[src/rtl/serial_word_feeder_pkg.sv]
// Shared constants for the serial word feeder: FSM state encoding and counter widths.
package serial_word_feeder_pkg;

  // FSM state encoding, kept as plain constants so older tools can consume it.
  localparam logic [1:0] ST_IDLE  = 2'd0;
  localparam logic [1:0] ST_SHIFT = 2'd1;
  localparam logic [1:0] ST_GAP   = 2'd2;

  // Default word width and the bit counter width that goes with it.
  localparam int DEF_WIDTH = 4;
  localparam int CNT_W     = $clog2(DEF_WIDTH);

  // Gap counter width; covers forced gaps of 0..15 idle cycles.
  localparam int GAP_W = 4;

  // Bit counter width for an arbitrary word width (never narrower than 1 bit).
  function automatic int cnt_width(input int width);
    return (width < 2) ? 1 : $clog2(width);
  endfunction

endpackage

[src/rtl/ser_hold_slot.sv]
// One-entry holding slot: stores a word while the current word is still shifting.
module ser_hold_slot
  import serial_word_feeder_pkg::*;
#(
  parameter int WIDTH = DEF_WIDTH
) (
  input  logic             clk,
  input  logic             rst,
  input  logic             load,
  input  logic             take,
  input  logic             clear,
  input  logic [WIDTH-1:0] data_in,
  output logic [WIDTH-1:0] data_out,
  output logic             full
);

  logic [WIDTH-1:0] data_q;
  logic             full_q;

  // Capture a word on load; drop the full flag when the word is taken or flushed.
  always_ff @(posedge clk or negedge rst) begin
    if (!rst) begin
      // NOTE: the data register is reset as well as the flag, so the slot never
      // presents X on data_out even though only full_q gates its use.
      data_q <= '0;
      full_q <= 1'b0;
    end else if (load) begin
      data_q <= data_in;
      full_q <= 1'b1;
    end else if (take || clear) begin
      full_q <= 1'b0;
    end
  end

  assign data_out = data_q;
  assign full     = full_q;

endmodule

[src/rtl/serial_word_feeder.sv]
// Parallel-to-serial feeder: accepts words over valid/ready and shifts them out
// one bit per clock, with a one-word holding slot for back-to-back streaming.
module serial_word_feeder
  import serial_word_feeder_pkg::*;
#(
  parameter int WIDTH     = 4,
  parameter bit MSB_FIRST = 1'b1,
  parameter int GAP       = 0
) (
  input  logic             clk,
  input  logic             rst,
  input  logic [WIDTH-1:0] din,
  input  logic             din_valid,
  output logic             din_ready,
  output logic             ser_out,
  output logic             bit_valid,
  output logic             frame_start,
  output logic             busy,
  output logic [7:0]       word_cnt
);

  localparam int               BCW      = cnt_width(WIDTH);
  localparam logic [BCW-1:0]   LAST_BIT = BCW'(WIDTH - 1);
  localparam logic [BCW-1:0]   BIT_ONE  = BCW'(1);
  localparam logic [GAP_W-1:0] GAP_LOAD = GAP_W'(GAP);
  localparam logic [GAP_W-1:0] GAP_ONE  = GAP_W'(1);

  logic [1:0]       state_q, state_d;
  logic [WIDTH-1:0] shreg_q, shreg_d;
  logic [BCW-1:0]   bit_cnt_q, bit_cnt_d;
  logic [GAP_W-1:0] gap_cnt_q, gap_cnt_d;
  logic [7:0]       word_cnt_q, word_cnt_d;

  logic [WIDTH-1:0] shreg_adv;
  logic [WIDTH-1:0] hold_data;
  logic             hold_full;
  logic             slot_load;
  logic             slot_take;
  logic             accept;

  // Ready depends only on the slot flag, never on din_valid.
  assign din_ready = ~hold_full;
  assign accept    = din_valid & din_ready;

  ser_hold_slot #(
    .WIDTH (WIDTH)
  ) u_hold_slot (
    .clk      (clk),
    .rst      (rst),
    .load     (slot_load),
    .take     (slot_take),
    .clear    (1'b0),
    .data_in  (din),
    .data_out (hold_data),
    .full     (hold_full)
  );

  // Shift register advanced by one bit in the configured direction, zero-filled.
  always_comb begin
    if (MSB_FIRST) shreg_adv = {shreg_q[WIDTH-2:0], 1'b0};
    else           shreg_adv = {1'b0, shreg_q[WIDTH-1:1]};
  end

  // Next-state logic: word loading, shifting, gap timing and slot steering.
  always_comb begin
    // NOTE: every signal written here gets a default first, so no path can
    // leave one unassigned and infer a latch.
    state_d    = state_q;
    shreg_d    = shreg_q;
    bit_cnt_d  = bit_cnt_q;
    gap_cnt_d  = gap_cnt_q;
    word_cnt_d = word_cnt_q;
    slot_load  = 1'b0;
    slot_take  = 1'b0;

    case (state_q)
      ST_IDLE: begin
        // The slot is always empty here; an accepted word goes straight to shreg.
        if (accept) begin
          shreg_d   = din;
          bit_cnt_d = '0;
          state_d   = ST_SHIFT;
        end
      end

      ST_SHIFT: begin
        shreg_d   = shreg_adv;
        bit_cnt_d = bit_cnt_q + BIT_ONE;
        if (bit_cnt_q == LAST_BIT) begin
          word_cnt_d = word_cnt_q + 8'd1;
          bit_cnt_d  = '0;
          if (GAP > 0) begin
            state_d   = ST_GAP;
            gap_cnt_d = GAP_LOAD;
            slot_load = accept;
          end else if (hold_full) begin
            shreg_d   = hold_data;
            slot_take = 1'b1;
          end else if (accept) begin
            // Gapless hand-off: the word arriving on the last bit is loaded directly.
            shreg_d = din;
          end else begin
            state_d = ST_IDLE;
          end
        end else begin
          slot_load = accept;
        end
      end

      ST_GAP: begin
        gap_cnt_d = gap_cnt_q - GAP_ONE;
        if (gap_cnt_q == GAP_ONE) begin
          bit_cnt_d = '0;
          if (hold_full) begin
            shreg_d   = hold_data;
            slot_take = 1'b1;
            state_d   = ST_SHIFT;
          end else if (accept) begin
            shreg_d = din;
            state_d = ST_SHIFT;
          end else begin
            state_d = ST_IDLE;
          end
        end else begin
          slot_load = accept;
        end
      end

      default: state_d = ST_IDLE;
    endcase
  end

  // State registers; reset discards any word in flight.
  always_ff @(posedge clk or negedge rst) begin
    if (!rst) begin
      state_q    <= ST_IDLE;
      shreg_q    <= '0;
      bit_cnt_q  <= '0;
      gap_cnt_q  <= '0;
      word_cnt_q <= '0;
    end else begin
      // NOTE: non-blocking assignments so every register updates from the
      // pre-edge values, independent of statement order.
      state_q    <= state_d;
      shreg_q    <= shreg_d;
      bit_cnt_q  <= bit_cnt_d;
      gap_cnt_q  <= gap_cnt_d;
      word_cnt_q <= word_cnt_d;
    end
  end

  // Outputs decoded from registered state only.
  assign bit_valid   = (state_q == ST_SHIFT);
  assign frame_start = bit_valid & (bit_cnt_q == '0);
  assign ser_out     = bit_valid & (MSB_FIRST ? shreg_q[WIDTH-1] : shreg_q[0]);
  assign busy        = (state_q != ST_IDLE) | hold_full;
  assign word_cnt    = word_cnt_q;

endmodule

[config.mk]
export PLATFORM = sky130hd
export DESIGN_NAME = serial_word_feeder
export DESIGN_NICKNAME = d
export VERILOG_FILES = /design/src/rtl/serial_word_feeder_pkg.sv /design/src/rtl/ser_hold_slot.sv /design/src/rtl/serial_word_feeder.sv
export SDC_FILE = /design/constraint.sdc
export NUM_CORES = 1
export LEC_CHECK = 0
export BUFFER_PORTS_ARGS = -buffer_cell sky130_fd_sc_hd__buf_2
export CORE_AREA = 2 2 49 51
export DETAILED_ROUTE_END_ITERATION = 7
export DIE_AREA = 0 0 51 53
export GPL_TIMING_DRIVEN = 0
export PLACE_DENSITY = 0.69
export SYNTH_ARGS = -nofsm -noshare
export SYNTH_HDL_FRONTEND = slang
export SYNTH_SLANG_ARGS = --single-unit
export TNS_END_PERCENT = 50
[constraint.sdc]
create_clock -name clk -period 2.15 [get_ports clk]
set_clock_uncertainty 0.1 [all_clocks]
set_input_delay 0.1075 -clock clk [delete_from_list [all_inputs] [get_ports clk]]
set_output_delay 0.1075 -clock clk [all_outputs]
set_load 0.005 [all_outputs]
Yosys cells after proc, flatten, opt, wreduce, memory -nomap -nowiden
Cells that the tools add are included.
{"block": "totals", "out_inout_bits": 13, "rom_bits": 0, "mem_count": 0, "latchBits": 0, "ram_bits": 0, "ff_bits": 25}
{"block": "classes", "div_mod_pow": 0, "shifts": 0, "multipliers": 0, "bitwise_logic": 5, "reduce_logical": 9, "n_lt_le_gt_ge": 0, "muxes": 28, "add_sub_neg": 3, "n_eq_ne": 9}
{"cell": "$mux 4", "count": 6}
{"cell": "$mux 2", "count": 8}
{"cell": "$pmux 2 s3", "count": 2}
{"cell": "$pmux 4 s3", "count": 1}
{"cell": "$mux 1", "count": 9}
{"cell": "$add 8x1->8 const B", "count": 1}
{"cell": "$ne 2x2->1 const B", "count": 4}
{"cell": "$reduce_and 5->1", "count": 1}
{"cell": "$eq 2x2->1 const B", "count": 2}
{"cell": "$eq 4x1->1 const B", "count": 1}
{"cell": "$logic_not 2->1", "count": 2}
{"cell": "$pmux 1 s2", "count": 2}
{"cell": "$reduce_and 2->1", "count": 2}
{"cell": "$reduce_bool 2->1", "count": 2}
{"cell": "$sub 4x1->4 const B", "count": 1}
{"cell": "$and 1x1->1", "count": 3}
{"cell": "$reduce_and 3->1", "count": 1}
{"cell": "$reduce_bool 3->1", "count": 1}
{"cell": "$add 2x1->2 const B", "count": 1}
{"cell": "$eq 2x1->1 const B", "count": 1}
{"cell": "$ne 2x1->1 const B", "count": 1}
{"cell": "$not 1->1", "count": 1}
{"cell": "$or 1x1->1", "count": 1}

Longest topological paths before layout
{"block": "logic_depth", "ltp_word": 6, "mapped_depth": 6}

Modules after synthesis
Synthesis repeated with hierarchy kept, for this count alone.
{"block": "hier_totals", "cells_unflattened": 90, "hier_area_um2": 1008.5}
{"module": "serial_word_feeder", "seq_area_each_um2": 375.4, "area_each_um2": 825.8, "cells_each": 79, "n_inst": 1}
{"module": "ser_hold_slot", "seq_area_each_um2": 125.1, "area_each_um2": 182.7, "cells_each": 11, "n_inst": 1}

Worst setup path before layout
Ideal clock, no wire load.
{"block": "synth_path", "kind": "reg-to-reg", "start": "reg bit_cnt_q[0]", "end": "reg shreg_q[3]", "path_slack_ns": 0.629, "t_arrival_ns": 1.295, "setup_ns": 0.126, "stages_incl_launch_ff": 5, "path_buffers": 1, "cell_sequence": "dfrtp_1 -> ha_1 -> buf_4 -> a32o_1 -> a221o_1"}
{"block": "synth_via", "elab_chain_cells": 3}
{"element": "from (decl)", "line_no": "serial_word_feeder.sv:30", "source": "logic [BCW-1:0] bit_cnt_q, bit_cnt_d;"}
{"element": "from (signal assigned)", "line_no": "serial_word_feeder.sv:146", "source": "bit_cnt_q <= bit_cnt_d;"}
{"element": "$eq 2x2->1", "line_no": "serial_word_feeder.sv:89", "source": "if (bit_cnt_q == LAST_BIT) begin"}
{"element": "$mux 4", "line_no": "serial_word_feeder.sv:89"}
{"element": "$pmux 4 s3", "line_no": "serial_word_feeder.sv:76", "source": "case (state_q)"}
{"element": "to (signal assigned)", "line_no": "serial_word_feeder.sv:145", "source": "shreg_q <= shreg_d;"}
{"element": "to (decl)", "line_no": "serial_word_feeder.sv:29", "source": "logic [WIDTH-1:0] shreg_q, shreg_d;"}
No other way between the ends.
A chain may end at the register's enable or synchronous reset.

Worst setup path after layout
{"block": "layout_path", "start": "reg state_q[0]", "end": "out frame_start"}
{"block": "layout_via", "elab_chain_cells": 2}
{"element": "from (decl)", "line_no": "serial_word_feeder.sv:28", "source": "logic [1:0] state_q, state_d;"}
{"element": "from (signal assigned)", "line_no": "serial_word_feeder.sv:144", "source": "state_q <= state_d;"}
{"element": "$eq 2x1->1", "line_no": "serial_word_feeder.sv:153", "source": "assign bit_valid = (state_q == ST_SHIFT);"}
{"element": "$and 1x1->1", "line_no": "serial_word_feeder.sv:154", "source": "assign frame_start = bit_valid & (bit_cnt_q == '0);"}
{"element": "to (decl)", "line_no": "serial_word_feeder.sv:17", "source": "output logic frame_start,"}
No other way between the ends.

==> results.md <==
* Status: completed
* Leakage power at approximately 0.58 nW
* Layout cells sized above 1 at 0.3103
* Synth warn at 0
* Fin Setup TNS at 0 ns
* Largest net degree at the start of global routing at 21
* Die Span Y at about 53 um
* Clock Latency Late Sink at approximately 0.29 ns
* Detailed placement HPWL at 1.384 mm
* RR Startpoint: bit_cnt_q[0]
* F_max at slightly below 600 MHz
* TritonCTS Sinks at 20
* Critical path buffers and inverters at 2
* Mean Syn Cell Area at approximately 11 sq um
* Final Non-Filler Cells at around 140
* CP Capture Type: output pin
* Crit Path Max Fanout at 10
* Pre-CTS WS at 0.5377 ns
* Diode count at 0
* Gr ovfl total at 0
* Post-Place Cells at 136
* Initial core utilization at 0.4671
* Clock slew at reported path FFs at around 0.1 ns
* Register bit total from synthesis at 20
* Sequential-to-total area share from yosys stat at 0.4988
* # DRC at 0
* Distinct cells, synth at 32
* Die area at 2703 sq um
* WL final at between 1.5 and 2 mm
* Post-Syn Area at around 1000 sq um
* Routed WL per cell at between 10 and 15 um
* Startpoint Class: register
* Crit Path Class: register to output pin
* Delay-heaviest family, CP: flip-flops
* Antenna violations before repair at 0
* Worst vdd ir at 0.6454 mV
* Min Tclk post-route at 1.727 ns
* Layout Nets at roughly 130
* Rows at 17
* Mapped Cells at 89
* PwrDens at ~1300 nW/um^2
* Slew headroom at 0.6903
* RSZ-0062 raised after global routing: no
* Clk root buf: clkbuf_4
* First-pass GRT wire length at approximately 3.3 mm
* DR vias at about 770
* Hold_sp: din_valid
* Crit-path cells: clkbuf_1 -> and2_1 -> buf_2
* Synth-to-Final Area Change at 20.20%
* Die span in x at between 50 and 60 um
* ANT nets after route at 0
* Power, Total at ~1.5 mW
* Post-CTS setup buffers at 0
* Worst-margin pin slew at about 0.46 ns
* Vias per cell at around 5.4
* Drt pass-1 iters at 4
* Critical Path RT at slightly below 2 ns
* Hold Crit Class: input port to register
* CTS tree: built
* Placer Congestion at 0.7240
* Slowest cell on crit path: dfrtp_1
* Fin. max-slew vios at 0
* Placeable Area at ~2100 sq um
* IO Port Bufs at 19
* Gr usage total at 0.1733
* CP startpoint: state_q[0]
* Final hold violation count at 0
* CP peak stage delay at a little over 0.5 ns
* Tcrit/Tclk final at 0.8034
* Max-cap viol count at 0
* CTS H-Tree Depth at 1
* Critical Path AT at 1.52 ns
* Setup violations, final at 0
* Total CTS buffers at 3
* Setup ws final at about 0.42 ns
* Clk buf depth at 2
* DRT iter0 DRCs at 18
* Mapped Nets at 100
* Ports at 20
* Number of global-route vias before repair at ~750
layer usage:
metal,track usage,vias up,wire (um)
met3,0.03390,5,73
met1,0.2039,375,903
met4,0.09459,0,42
met2,0.2965,19,935
met5,0,-,0
li1,-,372,-
per-stage QoR:
step / utilization / hold WS (ns) / cell area, sq um
floorplan: - / -0.2881 / 1003
global placement: 0.5277 / -0.01754 / 1134
detailed placement: 0.5277 / -0.01208 / 1134
CTS: 0.5614 / 0.02573 / 1206
global route: 0.5614 / 0.02644 / 1206
finish: 0.5614 / 0.04083 / 1206
report_power, final:
part,internal [mW],switching [mW]
clock,0.0653,0.106
combinational,0.354,0.326
sequential,0.530,0.145
path summary, 6_finish.rpt:
check / endpoint / slack [ns] / cells after the start
hold / removal: state_q[0] / 0.04 / 3
min in group asynchronous: bit_cnt_q[1] / 0.18 / 2
setup reg to reg: word_cnt[6] / 0.52 / 6
max in group asynchronous: word_cnt[7] / 1.45 / 2
setup / recovery: frame_start / 0.42 / 3
hold reg to reg: word_cnt[7] / 0.37 / 1
worst min-delay path: stages:
cell and delay [ns]:
buf_2 0.14, nand2b_4 0.10, nand2_1 0.07
final cells by class:
| type | instances | area [sq um] |
|---|---|---|
| clock buffers | 3 | 22.52 |
| multi-input cells | 61 | 461.7 |
| inverters | 5 | 18.77 |
| well taps | 28 | 35.03 |
| flip-flops and latches | 20 | 500.5 |
| repair buffers | 24 | 145.1 |
| plain buffers | 3 | 22.52 |
| fillers | 200 | 942.2 |
registers in the layout, indices dropped and copies added, names as in the netlist:
| signal | flops |
|---|---|
| bit_cnt_q | 2 |
| shreg_q | 4 |
| state_q | 1 |
| u_hold_slot.data_out | 4 |
| u_hold_slot.full | 1 |
| word_cnt | 8 |
cell families (layout without fill, tap and decap cells):
group / after synthesis / in the layout / synth area share
AO/OA/AOI/OAI: 17 / 17 / 0.1260
buffers and inverters: 8 / 35 / 0.04114
adder cells (fa/ha/maj): 4 / 4 / 0.04988
AND/OR/NAND/NOR: 27 / 27 / 0.1571
flip-flops: 20 / 20 / 0.4988
XOR/XNOR: 7 / 7 / 0.06110
multiplexers: 6 / 6 / 0.06608
repair_timing:
item | CTS | global route
hold buffers | 5 | 0
hold endpoints to repair | 26 | 0
resized for setup | 0 | 0
cells in the final DEF, fill, tap and decap left out, types with 3 or more instances in the layout:
master,synthesis,final
nand2_1,13,13
o21ai_0,4,4
clkbuf_4,0,3
dfrtp_1,20,20
mux2_2,5,5
ha_1,4,4
dlygate4sd3_1,0,5
and2_1,3,3
xnor2_1,5,5
inv_1,4,4
a32o_1,3,3
buf_2,0,19
Yosys cell counts:
cell,n,share of area
nor3_4,1,0.016
nand4_1,2,0.012
nor2b_2,1,0.0087
dfrtp_1,20,0.50
and2_1,3,0.019
clkbuf_1,1,0.0037
and3_1,1,0.0062
nand4_2,1,0.012
inv_1,4,0.015
a221o_1,2,0.020
o21ai_0,4,0.020
a21oi_1,2,0.010
nand3_1,1,0.0050
o21ai_2,1,0.0087
nand2_1,13,0.049
ha_1,4,0.050
mux2_2,5,0.056
nand2b_4,1,0.014
a21o_1,1,0.0075
a32oi_1,1,0.0087
o22ai_1,1,0.0062
buf_4,1,0.0075
nor2_1,2,0.0075
buf_6,1,0.011
mux2i_1,1,0.010
xor2_1,2,0.017
a32o_1,3,0.030
o21bai_1,1,0.0075
inv_2,1,0.0037
xnor2_1,5,0.044
and2_2,1,0.0075
o31ai_1,1,0.0075
Note: power is estimated with default switching activity, not from simulation.
